File: config.mk
export PLATFORM = sky130hd
export DESIGN_NAME = jtkicker_obj_romslot_flat
export DESIGN_NICKNAME = d
export VERILOG_FILES = /design/src/rtl/jtkicker_obj_romslot_if.sv /design/src/rtl/jtkicker_obj_romslot.sv /design/src/flat_wrapper.sv
export SDC_FILE = /design/constraint.sdc
export NUM_CORES = 1
export LEC_CHECK = 0
export CORE_UTILIZATION = 46
export CTS_CLUSTER_SIZE = 40
export DETAILED_ROUTE_END_ITERATION = 7
export GPL_TIMING_DRIVEN = 1
export PLACE_DENSITY = 0.85
export SYNTH_ARGS = -nofsm -noshare
export SYNTH_HDL_FRONTEND = slang
export SYNTH_SLANG_ARGS = --single-unit
File: constraint.sdc
create_clock -name clk -period 3.02 [get_ports clk]
set_clock_uncertainty 0.1 [all_clocks]
set_input_delay 0.302 -clock clk [delete_from_list [all_inputs] [get_ports clk]]
set_output_delay 0.302 -clock clk [all_outputs]
set_load 0.1 [all_outputs]
File: src/rtl/jtkicker_obj_romslot_if.sv
// ---------------------------------------------------------------------------
// jtkicker_obj_romslot_if
//   Bundles the two buses around the object ROM slot:
//     - client side : rom_cs / rom_addr request, rom_ok / rom_data response
//     - SDRAM side  : sdram_req / sdram_addr request, sdram_ack / sdram_rdy /
//                     sdram_din response
//   Modports:
//     slave  : the ROM slot itself (answers the client, drives the SDRAM)
//     master : the surroundings (object drawer plus SDRAM controller)
// ---------------------------------------------------------------------------
interface jtkicker_obj_romslot_if #(
  parameter int AW = 13
) ();

  // Client bus
  logic          rom_cs;
  logic [AW-1:0] rom_addr;
  logic          rom_ok;
  logic [31:0]   rom_data;

  // SDRAM bus
  logic          sdram_req;
  logic [21:0]   sdram_addr;
  logic          sdram_ack;
  logic          sdram_rdy;
  logic [31:0]   sdram_din;

  modport slave (
    input  rom_cs, rom_addr, sdram_ack, sdram_rdy, sdram_din,
    output rom_ok, rom_data, sdram_req, sdram_addr
  );

  modport master (
    output rom_cs, rom_addr, sdram_ack, sdram_rdy, sdram_din,
    input  rom_ok, rom_data, sdram_req, sdram_addr
  );

endinterface

File: src/rtl/jtkicker_obj_romslot.sv
// ---------------------------------------------------------------------------
// jtkicker_obj_romslot
//   One-entry read cache between the object drawer and the SDRAM controller.
//   A hit (same word address as the cached tag, entry valid, FSM idle) answers
//   the client combinationally in the same cycle. A miss launches a single
//   SDRAM word read at OFFSET + rom_addr; the returned word is cached under
//   the address that was latched when the request was launched.
//
// Ports
//   clk          system clock, rising edge
//   rst          asynchronous active-high reset
//   downloading  ROM download in progress: invalidates the cache and blocks
//                new SDRAM requests
//   bus          jtkicker_obj_romslot_if.slave
//                  rom_cs, rom_addr   -> client read request
//                  rom_ok, rom_data   <- hit flag and cached word
//                  sdram_req/addr     <- level request, held until ack
//                  sdram_ack          -> request accepted (1-cycle pulse)
//                  sdram_rdy/din      -> read data valid (1-cycle pulse)
// ---------------------------------------------------------------------------
module jtkicker_obj_romslot #(
  parameter int          AW     = 13,
  parameter logic [21:0] OFFSET = 22'h0
) (
  input  logic                   clk,
  input  logic                   rst,
  input  logic                   downloading,
  jtkicker_obj_romslot_if.slave  bus
);

  typedef enum logic [1:0] {
    IDLE = 2'd0,
    REQ  = 2'd1,
    DATA = 2'd2
  } state_t;

  state_t        state;
  state_t        state_nx;

  // Cache entry
  logic          valid;
  logic [AW-1:0] tag;
  logic [31:0]   data;

  // Address of the fetch in flight; becomes the tag once the data lands
  logic [AW-1:0] pend_tag;

  logic          sdram_req;
  logic [21:0]   sdram_addr;

  // FSM strobes
  logic          hit;
  logic          start;   // launch a new SDRAM read this edge
  logic          accept;  // SDRAM took the request this edge
  logic          fill;    // SDRAM data is written into the cache this edge

  // Hits are only served from IDLE so a stale entry can never answer while
  // a fetch is outstanding, even when the address matches the old tag.
  assign hit = bus.rom_cs & valid & (tag == bus.rom_addr) & (state == IDLE);

  // -------------------------------------------------------------------------
  // Next-state and strobe logic
  // -------------------------------------------------------------------------
  // NOTE: every signal assigned here gets a default first; a branch that left
  // one unassigned would turn it into a latch.
  always_comb begin
    state_nx = state;
    start    = 1'b0;
    accept   = 1'b0;
    fill     = 1'b0;
    unique case (state)
      IDLE: begin
        if (bus.rom_cs && !hit && !downloading) begin
          start    = 1'b1;
          state_nx = REQ;
        end
      end
      REQ: begin
        // A data strobe coinciding with the ack belongs to no request of
        // ours yet, so only the ack is honoured here.
        if (bus.sdram_ack) begin
          accept   = 1'b1;
          state_nx = DATA;
        end
      end
      DATA: begin
        if (bus.sdram_rdy) begin
          fill     = 1'b1;
          state_nx = IDLE;
        end
      end
      default: state_nx = IDLE;
    endcase
  end

  // -------------------------------------------------------------------------
  // State register
  // -------------------------------------------------------------------------
  // NOTE: sequential state uses non-blocking assignments so every register
  // samples the values from before the edge, independent of statement order.
  always_ff @(posedge clk or posedge rst) begin
    if (rst) begin
      state <= IDLE;
    end else begin
      state <= state_nx;
    end
  end

  // -------------------------------------------------------------------------
  // SDRAM request register
  // -------------------------------------------------------------------------
  // The address is a full 22-bit sum so a region placed near the top of the
  // SDRAM wraps around to the bottom.
  always_ff @(posedge clk or posedge rst) begin
    if (rst) begin
      sdram_req  <= 1'b0;
      sdram_addr <= 22'd0;
      pend_tag   <= '0;
    end else begin
      if (start) begin
        sdram_req  <= 1'b1;
        sdram_addr <= OFFSET + 22'(bus.rom_addr);
        pend_tag   <= bus.rom_addr;
      end else if (accept) begin
        sdram_req  <= 1'b0;
      end
    end
  end

  // -------------------------------------------------------------------------
  // Cache entry
  // -------------------------------------------------------------------------
  // A download rewrites the ROM underneath us, so it wins over a fill that
  // lands in the same cycle: the word is stored but never marked valid.
  always_ff @(posedge clk or posedge rst) begin
    if (rst) begin
      valid <= 1'b0;
      tag   <= '0;
      data  <= 32'd0;
    end else begin
      if (fill) begin
        data <= bus.sdram_din;
        tag  <= pend_tag;
      end
      if (downloading) begin
        valid <= 1'b0;
      end else if (fill) begin
        valid <= 1'b1;
      end
    end
  end

  // -------------------------------------------------------------------------
  // Outputs
  // -------------------------------------------------------------------------
  assign bus.rom_ok     = hit;
  assign bus.rom_data   = data;
  assign bus.sdram_req  = sdram_req;
  assign bus.sdram_addr = sdram_addr;

endmodule
File: src/flat_wrapper.sv
// flat-port wrapper written by rule: the top's interface ports become plain ports
module jtkicker_obj_romslot_flat 
#(
  parameter int          AW     = 13,
  parameter logic [21:0] OFFSET = 22'h0
)
  (clk, rst, downloading, bus_rom_cs, bus_rom_addr, bus_sdram_ack, bus_sdram_rdy, bus_sdram_din, bus_rom_ok, bus_rom_data, bus_sdram_req, bus_sdram_addr);
  jtkicker_obj_romslot_if #(.AW(AW)) bus_i ();
  input  logic clk;
  input  logic rst;
  input  logic downloading;
  input wire logic [$bits(bus_i.rom_cs)-1:0] bus_rom_cs;
  input wire logic [$bits(bus_i.rom_addr)-1:0] bus_rom_addr;
  input wire logic [$bits(bus_i.sdram_ack)-1:0] bus_sdram_ack;
  input wire logic [$bits(bus_i.sdram_rdy)-1:0] bus_sdram_rdy;
  input wire logic [$bits(bus_i.sdram_din)-1:0] bus_sdram_din;
  output wire logic [$bits(bus_i.rom_ok)-1:0] bus_rom_ok;
  output wire logic [$bits(bus_i.rom_data)-1:0] bus_rom_data;
  output wire logic [$bits(bus_i.sdram_req)-1:0] bus_sdram_req;
  output wire logic [$bits(bus_i.sdram_addr)-1:0] bus_sdram_addr;
  assign bus_i.rom_cs = bus_rom_cs;
  assign bus_i.rom_addr = bus_rom_addr;
  assign bus_i.sdram_ack = bus_sdram_ack;
  assign bus_i.sdram_rdy = bus_sdram_rdy;
  assign bus_i.sdram_din = bus_sdram_din;
  assign bus_rom_ok = bus_i.rom_ok;
  assign bus_rom_data = bus_i.rom_data;
  assign bus_sdram_req = bus_i.sdram_req;
  assign bus_sdram_addr = bus_i.sdram_addr;
  jtkicker_obj_romslot #(.AW(AW), .OFFSET(OFFSET)) u_core (.clk(clk), .rst(rst), .downloading(downloading), .bus(bus_i));
endmodule
Word level (Yosys, flattened, before mapping)
Cells that the tools add are included.
Storage, ports and cells
  register bits: 62
  logic and storage cells: 37
Operators by class
  equality and inequality tests: 6
  multiplexer cells: 14
  reductions and logical operators: 8
  bitwise operators: 3
Operators with widths (number)
  13-bit == test: 1
  1-bit two-way mux: 10
  2-bit two-way mux: 3
  2-bit != test, second input constant: 3
  2-bit one-hot mux with 3 select lines: 1
  2-bit nonzero test: 2
  1-bit AND: 3
  3-bit AND reduction: 1
  2-bit by 1-bit == test with 1-bit output, second input constant: 1
  2-bit == test, second input constant: 1
  1-bit logical AND: 2
  1-bit logical NOT: 2
  2-bit logical NOT: 1

Logic depth before layout (Yosys ltp)
Gate-level depths: netlist (run 1).
  depth after elaboration: 9
  depth in mapped cells: 6
  depth with buffers taken out: 5

Worst setup path after synthesis (run 1)
No wires, ideal clock.
  path type: register to output
  from: register u_core.tag[7]
  to: output port bus_rom_ok
  stages on the path, launching flop included: 5
  data required time: 2618 ps
  arrival time: 3850 ps
  buffers on the path: 0
  setup slack: -1232 ps
  path through: dfrtp_1 > xor2_1 > nor4_1 > nand4_1 > nor4_1
Between the ends
  cells in the longest elaborated chain, start to end: 3
Ends and longest elaborated chain
  from (decl): line jtkicker_obj_romslot.sv:42  | logic [AW-1:0] tag;
  from (signal assigned): line jtkicker_obj_romslot.sv:143  | tag <= pend_tag;
  13-bit == test: line jtkicker_obj_romslot.sv:59  | assign hit = bus.rom_cs & valid & (tag == bus.rom_addr) & (state == IDLE);
  1-bit AND (2 in series): line jtkicker_obj_romslot.sv:59
  to (decl): line flat_wrapper.sv:17  | output wire logic [$bits(bus_i.rom_ok)-1:0] bus_rom_ok;
Every way passes these cells.

Worst setup path after layout (run 1)
  from: input port bus_rom_addr[7]
  to: output port bus_rom_ok
Between the ends
  cells in the longest elaborated chain, start to end: 3
Ends and longest elaborated chain
  from (decl): line flat_wrapper.sv:13  | input wire logic [$bits(bus_i.rom_addr)-1:0] bus_rom_addr;
  13-bit == test: line jtkicker_obj_romslot.sv:59
  1-bit AND (2 in series): line jtkicker_obj_romslot.sv:59
Every way passes these cells.

==> results of run 1 <==
registers in the layout, indices dropped and copies added (netlist names):
signal	count
u_core.bus.sdram_addr	13
u_core.bus.rom_data	32
u_core.tag	13
u_core.state	2
u_core.bus.sdram_req	1
u_core.valid	1
synth_stat cells:
cell type   n
nand4_1     2
mux2_2     50
inv_1       2
nand3_1     1
o21ai_0     1
or2_1       1
a21o_2      1
clkbuf_1    5
nor3b_1     1
xnor2_1     8
o21a_4      1
nand3b_1    2
xor2_1      5
mux2_4      8
nor2b_1     1
dfrtp_1    62
nand2b_1    1
nor3b_2     1
nor4_1      2
conb_1      1
buf_12      1
nand2_1     1
or4b_1      1
buf_4       9
a21oi_1     1
routing by layer:
metal	GRT usage	routed length (um)	vias to the layer above
met5	0	0	-
met2	0.2850	2460	65
met4	0.1000	65	0
li1	-	-	777
met1	0.2334	2166	828
met3	0.04762	332	7
worst max path at each step:
stage,slack (ns),depth (start not counted),startpoint,to
finish,0.59,6,bus_rom_addr[7],bus_rom_ok
CTS,0.56,6,bus_rom_addr[7],bus_rom_ok
global route,0.47,6,bus_rom_addr[7],bus_rom_ok
global placement,0.52,6,bus_rom_addr[2],u_core.bus.sdram_addr[7]
floorplan,0.54,4,u_core.tag[7],bus_rom_ok
detailed placement,0.46,6,bus_rom_addr[2],u_core.bus.sdram_addr[3]
worst reg2reg max path: stages, from the launching register on:
cell	delay, ns
dfrtp_1	0.38
xnor2_1	0.16
nand4_1	0.18
or4b_1	0.55
o21a_4	0.31
mux2_4	0.32
per-stage QoR:
stage	util	area [sq um]	instances	worst slack, ns	hold slack [ns]
3_3_place_gp	0.6679	3520	333	0.5230	0.3812
6_report	0.7009	3694	347	0.5892	0.3436
2_1_floorplan	-	2643	177	0.5366	0.2651
5_1_grt	0.7009	3694	347	0.4731	0.4116
4_1_cts	0.7009	3694	347	0.5624	0.3709
3_5_place_dp	0.6679	3520	333	0.4568	0.3873
cell type report:
cell class / instances / area [sq um] / share of cell area
Clock buffer: 13 / 168.9 / 0.04573
Multi-Input combinational cell: 98 / 977.2 / 0.2646
Timing Repair Buffer: 101 / 895.9 / 0.2425
Clock inverter: 1 / 5.005 / 0.001355
Inverter: 2 / 7.507 / 0.002033
Sequential cell: 62 / 1551 / 0.4201
Tap cell: 70 / 87.58 / 0.02371
cells by family after synthesis:
| logic type | share of synthesized area |
|---|---|
| buffers and inverters | 0.04383 |
| other | 0.001444 |
| muxes | 0.2630 |
| DFF | 0.5973 |
| and+or+nand+nor | 0.03757 |
| xor gates and xnor gates | 0.04383 |
| AOI/OAI and AO/OA | 0.01300 |
==> impl_metrics.ini, run 1 <==
[sta]
tns_ns = 0
max_freq_mhz = 411.4
rsz0062_at_grt = no
max_slew_margin = 0.4927
fin_crit_ns = 2.431
hold_viol_final = 0
final.period_utilization = 0.8049
worst_slew_pin_slew_ns = 0.7599
report.final.slew_viol_count = 0
setup_viol = 0

[setup_path]
path_max_fanout = 2
rrSetupSlack_ns = 0.90
max_stage_delay_ns = 0.43
worst_r2r_path_depth = 5
crit_path_cell_trace = clkdlybuf4s50_1, xor2_1, nor4_1, nand4_1, nor4_4, buf_12
required_ns = 2.62
r2r_start = u_core.tag[2]
cp-end-kind = output port
cp_slowest_cell = clkdlybuf4s50_1
crit_type = input port to output port
cp-start-kind = input port
critPathTopFamily = simple AND/OR/NAND/NOR gates
critPathArrivalTime_ns = 2.03
critPathBufInv = 2
r2r_end = u_core.bus.sdram_addr[7]

[clocking]
cts-resized-gates = 0
cts_root_buf = clkbuf_8
post_cts_buffers = 0
postCtsHoldBufs = 0
cts_made_buffers = 9
cts.sinks = 62
cts_max_level = 3
cts_tree = done
clockBufferDepth = 2
path_clk_slew_ns = 0.07
insertion_delay_ns = 0.32

[place]
port_buffers = 97
hpwl_um = 3731
place_congestion = 0.6933

[floorplan]
rows = 26
die_h_um = 77.15
start_util = 0.4929
core_sq_mm = 0.005270
dieArea_sq_mm = 0.005951
die_w_um = 77.15
pin_count = 107

[global_routing]
grt_max_degree = 38
grt-ovfl-total = 0
first_global_vias = 1794
antenna_found_initial = 0
grt_use_total = 0.1833
grt_pass1_wl_um = 8349

[routing]
vias = 1677
antenna_left = 0
drc_errors = 0
post_drt_wl_per_cell_um = 14.48
drt_iter0_drc = 76
wl_um = 5024
via_per_inst = 4.833
dr.pass1.iters = 4

[yosys]
synth_seq_cells = 62
ys_top_cells_by_area = dfrtp_1 (60%), mux2_2 (22%), mux2_4 (4.6%)
synth_warnings = 0
synth_cell_types = 25
seq_area_frac_synth = 0.5973
syn_area_per_cell_sq_um = 15.37
synth_top_area_frac = 0.5973
syn_area_sq_mm = 0.002597
yosysTopAreaCell = dfrtp_1
syn_inst = 169

[layout]
area.growth.synth_to_final_pct = 42.20
fillers = 404
layout-drive-gt1-share = 0.4585
final_common_cell = dfrtp_1
nets = 325
n_antenna_cell = 0
layout_common_cells = dfrtp_1 (62), mux2_2 (50), clkdlybuf4s50_1 (50), buf_4 (50), clkbuf_8 (12)

[job]
cap_violations = 0

[hold_path]
hp-class = input port to async pin

[run_status]
status = complete, no violations
Power of run 1 is not shown: default switching activity piles up to over one toggle a cycle in this logic, so the estimate is an artifact.
==> inputs of run 2 (changes only) <==
CORE_UTILIZATION = 39   (was 46)
PLACE_DENSITY = 0.77   (was 0.85)
clock period = 2 ns   (was 3.02 ns; I/O delays follow)
==> impl_metrics.ini, run 2 (synthesis results as in run 1) <==
[setup_path]
required_ns = 1.70
r2r_end = u_core.bus.sdram_addr[7]
cp-end-kind = output port
cp-start-kind = flip-flop
path_max_fanout = 2
rrSetupSlack_ns = -0.04
worst_r2r_path_depth = 5
crit_type = flip-flop to output port
critPathArrivalTime_ns = 1.94
r2r_start = u_core.tag[12]

[clocking]
cts.sinks = 62
cts_max_level = 3
cts_made_buffers = 9
postCtsHoldBufs = 0
cts_root_buf = clkbuf_8
path_clk_slew_ns = 0.07
clockBufferDepth = 2
cts_tree = done
insertion_delay_ns = 0.33

[floorplan]
die_h_um = 83.61
pin_count = 107
start_util = 0.4067
core_sq_mm = 0.006386
die_w_um = 83.61
dieArea_sq_mm = 0.006991
rows = 29

[routing]
antenna_left = 0
vias = 1713
dr.pass1.iters = 4
drt_iter0_drc = 49
wl_um = 5129
via_per_inst = 4.642
post_drt_wl_per_cell_um = 13.90
drc_errors = 0

[layout]
layout_common_cells = dfrtp_1 (62), buf_4 (59), mux2_2 (50), clkdlybuf4s50_1 (50)
nets = 338
fillers = 516
layout-drive-gt1-share = 0.5000
utilization = 0.6083
area.growth.synth_to_final_pct = 49.57
final_common_cell = dfrtp_1
n_antenna_cell = 0
largest_reg_flops = 32

[global_routing]
grt-ovfl-total = 0
antenna_found_initial = 0
first_global_vias = 1844
grt_pass1_wl_um = 8700
grt_max_degree = 45
grt_use_total = 0.1622

[run_status]
violations = negative setup slack
status = finished, violations left

[place]
port_buffers = 97
dp_slack_ns = -0.4291
hpwl_um = 3716
place_congestion = 0.6523

[sta]
final.period_utilization = 1.122
hold_viol_final = 0
setup_viol = 9
report.final.slew_viol_count = 0
setup_slack_ns = -0.2437
fin_crit_ns = 2.244
max_freq_mhz = 445.7
rsz0062_at_grt = yes

[job]
cap_violations = 0

[hold_path]
hp-class = input port to async pin
## run 2: cell count changes in the layout (fill, tap and decap cells not counted)
cell | previous run | this run
or4b_1 | 1 | 0
xnor2_2 | 0 | 3
nor4_2 | 0 | 1
clkinv_2 | 1 | 4
clkbuf_1 | 1 | 2
clkbuf_8 | 12 | 9
buf_4 | 50 | 59
or4b_4 | 0 | 1
o21a_4 | 1 | 2
nor4_1 | 1 | 0
xnor2_1 | 8 | 5
buf_12 | 1 | 4
bufinv_16 | 0 | 1
## run 2: critical path, cell delays in order (launching register included)
cell,delay (ns)
dfrtp_1,0.38
xor2_1,0.15
nor4_2,0.30
nand4_1,0.17
buf_4,0.18
nor4_4,0.21
buf_12,0.22
## run 2: repair_timing
item / 4_1_cts / 5_1_grt
gates resized for setup: 3 / 3
setup endpoints to repair: 16 / 16
gates cloned: 1 / 0
pin swaps: 2 / 4
buffers inserted: 1 / 1
## run 2: per-layer routing
layer / vias to the layer above / track usage / wire length (um)
li1: 808 / - / -
met1: 833 / 0.2046 / 2251
met2: 62 / 0.2469 / 2428
met3: 10 / 0.05935 / 372
met4: 0 / 0.07858 / 76
met5: - / 0 / 0
## run 2: layout make-up
cell class                 instances  area, sq um  share of cell area
clock buffer                      11        131.4             0.03382
tap                               77        96.34             0.02480
timing repair buffer             113         1023              0.2634
inverter                           2        7.507            0.001932
multi-input combinational         99         1025              0.2638
clock inverter                     5        50.05             0.01288
sequential                        62         1551              0.3994
## run 2: worst max path at each step
stage                           startpoint                  endpoint  slack [ns]  cells after the start
final                       u_core.tag[11]                bus_rom_ok       -0.24                      6
after global routing        u_core.tag[11]                bus_rom_ok       -0.38                      6
after CTS                    u_core.tag[7]                bus_rom_ok       -0.31                      6
after detailed placement  bus_rom_addr[12]  u_core.bus.sdram_addr[8]       -0.43                      6
after global placement    bus_rom_addr[12]  u_core.bus.sdram_addr[9]       -0.38                      6
after floorplan              u_core.tag[7]                bus_rom_ok       -0.25                      4
## run 2: metrics by stage
| stage | hold WS, ns | cells | TNS, ns | instance area [sq um] |
|---|---|---|---|---|
| after CTS | 0.1196 | 368 | -0.9449 | 3859 |
| after global placement | 0.3767 | 350 | -5.693 | 3641 |
| after global routing | 0.1394 | 369 | -1.485 | 3885 |
| final | 0.1263 | 369 | -0.5746 | 3885 |
| after floorplan | 0.1631 | 177 | -0.6999 | 2643 |
| after detailed placement | 0.3839 | 350 | -6.422 | 3641 |
Power of run 2 is left out for the same reason.
==> inputs of run 3 (changes only) <==
SETUP_SLACK_MARGIN = 0.3   (was unset)
TNS_END_PERCENT = 5   (was unset)
==> impl_metrics.ini, run 3 (synthesis results as in run 1) <==
[setup_path]
r2r_end = u_core.bus.sdram_addr[6]
cp_slowest_cell = dfrtp_1
critPathBufInv = 2
rrSetupSlack_ns = -0.06
required_ns = 1.70
critPathTopFamily = simple AND/OR/NAND/NOR gates
critPathArrivalTime_ns = 1.94
path_max_fanout = 2
worst_r2r_path_depth = 5
cp-start-kind = flip-flop
max_stage_delay_ns = 0.38
r2r_start = u_core.tag[12]
crit_path_cell_trace = xor2_1, nor4_2, nand4_1, buf_4, nor4_4, buf_12
cp-end-kind = output port
crit_type = flip-flop to output port

[layout]
final_common_cell = dfrtp_1
layout-drive-gt1-share = 0.4931
layout_common_cells = dfrtp_1 (62), buf_4 (58), mux2_2 (50), clkdlybuf4s50_1 (50)
final_cell_area_sq_mm = 0.003859
area.growth.synth_to_final_pct = 48.55
nets = 336
n_antenna_cell = 0
largest_reg_flops = 32

[place]
post_dp_cell_area_sq_mm = 0.003641
port_buffers = 97
hpwl_um = 3716
place_congestion = 0.6523

[global_routing]
antenna_found_initial = 0
grt_pass1_wl_um = 8618
grt_use_total = 0.1605
first_global_vias = 1836
grt_max_degree = 45
grt-ovfl-total = 0

[routing]
antenna_left = 0
drc_errors = 0
via_per_inst = 4.640
drt_iter0_drc = 53
wl_um = 5010
post_drt_wl_per_cell_um = 13.65
vias = 1703
dr.pass1.iters = 4

[clocking]
cts.sinks = 62
insertion_delay_ns = 0.33
cts_tree = done
clockBufferDepth = 2
postCtsHoldBufs = 0
cts_max_level = 3
cts_root_buf = clkbuf_8
cts_made_buffers = 9
path_clk_slew_ns = 0.07

[sta]
final.period_utilization = 1.118
fin_crit_ns = 2.236
max_freq_mhz = 447.2
rsz0062_at_grt = yes
report.final.slew_viol_count = 0
hold_viol_final = 0
setup_viol = 14
setup_slack_ns = -0.2361

[floorplan]
die_w_um = 83.61
die_h_um = 83.61
pin_count = 107
dieArea_sq_mm = 0.006991
core_sq_mm = 0.006386
rows = 29
start_util = 0.4067

[hold_path]
hp-class = input port to async pin

[run_status]
status = finished, violations left
violations = negative setup slack

[job]
cap_violations = 0
## run 3: cell count changes in the layout (fill, tap and decap cells not counted), sizes merged
cell / change
buf: -1
o21a: -1
## run 3: tightest hold or removal path, stage by stage
cell	delay (ns)
clkdlybuf4s50_1	0.41
inv_2	0.08
buf_12	0.24
## run 3: worst max-delay path by stage
stage                startpoint                  endpoint  slack (ns)  cells after the start
3_3_place_gp   bus_rom_addr[12]  u_core.bus.sdram_addr[9]       -0.38                      6
2_1_floorplan     u_core.tag[7]                bus_rom_ok       -0.25                      4
3_5_place_dp   bus_rom_addr[12]  u_core.bus.sdram_addr[8]       -0.43                      6
5_1_grt          u_core.tag[11]                bus_rom_ok       -0.39                      6
6_report         u_core.tag[11]                bus_rom_ok       -0.24                      6
4_1_cts           u_core.tag[7]                bus_rom_ok       -0.31                      6
## run 3: layout make-up
| cell class | count | area (sq um) |
|---|---|---|
| flip-flops and latches | 62 | 1551 |
| multi-input cells | 98 | 1006 |
| inverters | 2 | 7.507 |
| well taps | 77 | 96.34 |
| fillers | 519 | 2527 |
| repair buffers | 112 | 1016 |
| clock inverters | 5 | 50.05 |
| clock buffers | 11 | 131.4 |
## run 3: metal layers
layer	up-vias	global-route usage	part of all wire
met4	0	0.07858	0.022
met5	-	0	0
met3	11	0.05935	0.074
met2	65	0.2469	0.47
li1	799	-	-
met1	828	0.1993	0.43
## run 3: repair_timing
action,in CTS,in global routing
setup buffers,1,0
gates resized for setup,2,2
pin swaps,3,3
setup endpoints to repair,16,16
## run 3: through the flow
step	instances	hold slack [ns]	TNS, ns	utilization	setup WS [ns]
5_1_grt	367	0.1394	-1.873	0.6042	-0.3926
3_5_place_dp	350	0.3839	-6.422	0.5701	-0.4291
6_report	367	0.1241	-0.8943	0.6042	-0.2361
4_1_cts	367	0.1196	-0.9368	0.6019	-0.3142
2_1_floorplan	177	0.1631	-0.6999	-	-0.2520
3_3_place_gp	350	0.3767	-5.693	0.5701	-0.3817
Power of run 3 is left out for the same reason.
==> RTL change, RTL diff (config.mk and constraints of run 2) <==
The 3 states of `state_t` get a one-hot encoding in 3 bits.
--- a/src/rtl/jtkicker_obj_romslot.sv
+++ b/src/rtl/jtkicker_obj_romslot.sv
@@ -30,6 +30,6 @@
 
-  typedef enum logic [1:0] {
-    IDLE = 2'd0,
-    REQ  = 2'd1,
-    DATA = 2'd2
+  typedef enum logic [2:0] {
+    IDLE = 3'b001,
+    REQ  = 3'b010,
+    DATA = 3'b100
   } state_t;
Behaviour: no difference found for any inputs over 10 cycles, from zero or initial values and one cycle with rst high; not proved beyond that.
==> RTL change against run 2 <==
The flow still finishes with violations (setup timing). Sequential cell count grew 1. Final area grew 4.3%. Die area is 4.1% higher. Worst setup slack got worse by 190 ps. Synthesized area up 4.2%. Sequential share of layout area decreased by 0.98 points. Fmax is 7.9% lower. Utilization rose by 1.2 points. Routed wire length increased by 16%.
Power is not shown: default switching activity piles up to over one toggle a cycle in this logic, so the estimate is an artifact.
==> RTL change: results <==
export IMPL_status="finished, violations left"
export IMPL_failed_checks="setup timing"
export IMPL_slowest_delay_ps=520
export IMPL_place_area_sq_um=3770
export IMPL_async_reset_ff_share_pct=100
export IMPL_muxShareOfSynthArea_pct=25.2
export IMPL_grt_max_degree=30
export IMPL_cp_max_fo=2
export IMPL_ys_seq_area_share_pct=58.3
export IMPL_synth_xor_area_share_pct=4.53
export IMPL_fin_nets=355
export IMPL_track_usage_pct=17.2
export IMPL_hp_start="bus_sdram_ack"
export IMPL_worstHoldPathType="primary input to register"
export IMPL_yosys_top_cells_area="dfrtp_1 (57%), mux2_2 (21%), mux2_4 (4.4%)"
export IMPL_setup_ws_ps=-436
export IMPL_clk_pin_slew_ps=70
export IMPL_syn_avg_cell_area_sq_um=14.7
export IMPL_cp_top_family="simple AND/OR/NAND/NOR gates"
export IMPL_largest_register_ffs=32
export IMPL_place_inst=366
export IMPL_place_congestion=0.737
export IMPL_fillers=510
export IMPL_drt_initial_drc_count=39
export IMPL_synth_compound_area_share_pct=1.06
export IMPL_wl_per_cell_microns=15.5
export IMPL_dp_hpwl_microns=4240
export IMPL_grt_pass1_wl_microns=9470
export IMPL_synth_top_cells_by_count="dfrtp_1 (62), mux2_2 (50), buf_4 (9), xor2_1 (9), mux2_4 (8)"
export IMPL_clock_latency_ps=330
export IMPL_ys_warn_count=0
export IMPL_setup_viol=17
export IMPL_cp_slowest_cell="dfstp_2"
export IMPL_root_buffer="clkbuf_8"
export IMPL_totalWireLength_microns=5960
export IMPL_drive_above_1_share_pct=47.7
export IMPL_route_vias_total=1878
export IMPL_diodes=0
export IMPL_ys_types=28
export IMPL_timing_rr_start="u_core.state[0]"
export IMPL_first_global_vias=1951
==> RTL change: changes by cell type after synthesis, moves of 3 or more <==
cell      delta
xnor2_1      -3
nor2_1       +7
buf_2        +4
clkbuf_1     -4
xor2_1       +4
==> RTL change: cells by family (layout without fill, tap and decap cells) <==
kind of cell | after synthesis | after routing
DFF | 63 | 63
muxes | 58 | 58
xor gates and xnor gates | 14 | 14
AOI/OAI and AO/OA | 4 | 4
other | 1 | 9
buffers and inverters | 18 | 133
and+or+nand+nor | 26 | 27
==> RTL change: cell type report <==
type | count | share of cell area [%]
sequential | 63 | 39.0
multi-input combinational | 112 | 27.3
timing repair buffer | 115 | 25.9
clock buffer | 11 | 3.49
tap | 77 | 2.38
clock inverter | 4 | 1.73
inverter | 3 | 0.278
==> RTL change: what timing repair did <==
item,CTS,global route
hold endpoints to repair,5,0
hold buffers,1,0
buffers inserted,1,1
pin swaps,2,2
gates cloned,1,0
setup endpoints to repair,16,17
resized for setup,4,3
==> RTL change: stage by stage <==
stage | setup slack, ps | util [%] | setup TNS (ps)
5_1_grt | -527 | 62.0 | -7400
3_5_place_dp | -311 | 57.7 | -4580
4_1_cts | -404 | 61.6 | -5360
6_report | -436 | 62.0 | -6520
3_3_place_gp | -198 | 57.7 | -2880
2_1_floorplan | -243 | - | -1670
==> RTL change: routing by layer <==
| metal | vias up | routed length (microns) | global-route usage, % |
|---|---|---|---|
| met5 | - | 0 | 0 |
| met4 | 0 | 51 | 5.00 |
| met3 | 7 | 402 | 6.81 |
| met2 | 66 | 2960 | 28.6 |
| met1 | 936 | 2540 | 20.9 |
| li1 | 869 | - | - |
==> RTL change: final timing paths <==
path                                             to  slack (ps)  cells after the start
max                                      bus_rom_ok        -440                      6
min                                 u_core.state[1]         360                      2
max reg2reg                u_core.bus.sdram_addr[5]        -410                      6
min reg2reg                    u_core.bus.sdram_req         400                      2
max in group asynchronous           u_core.state[0]         800                      4
min in group asynchronous   u_core.bus.rom_data[25]         550                      3
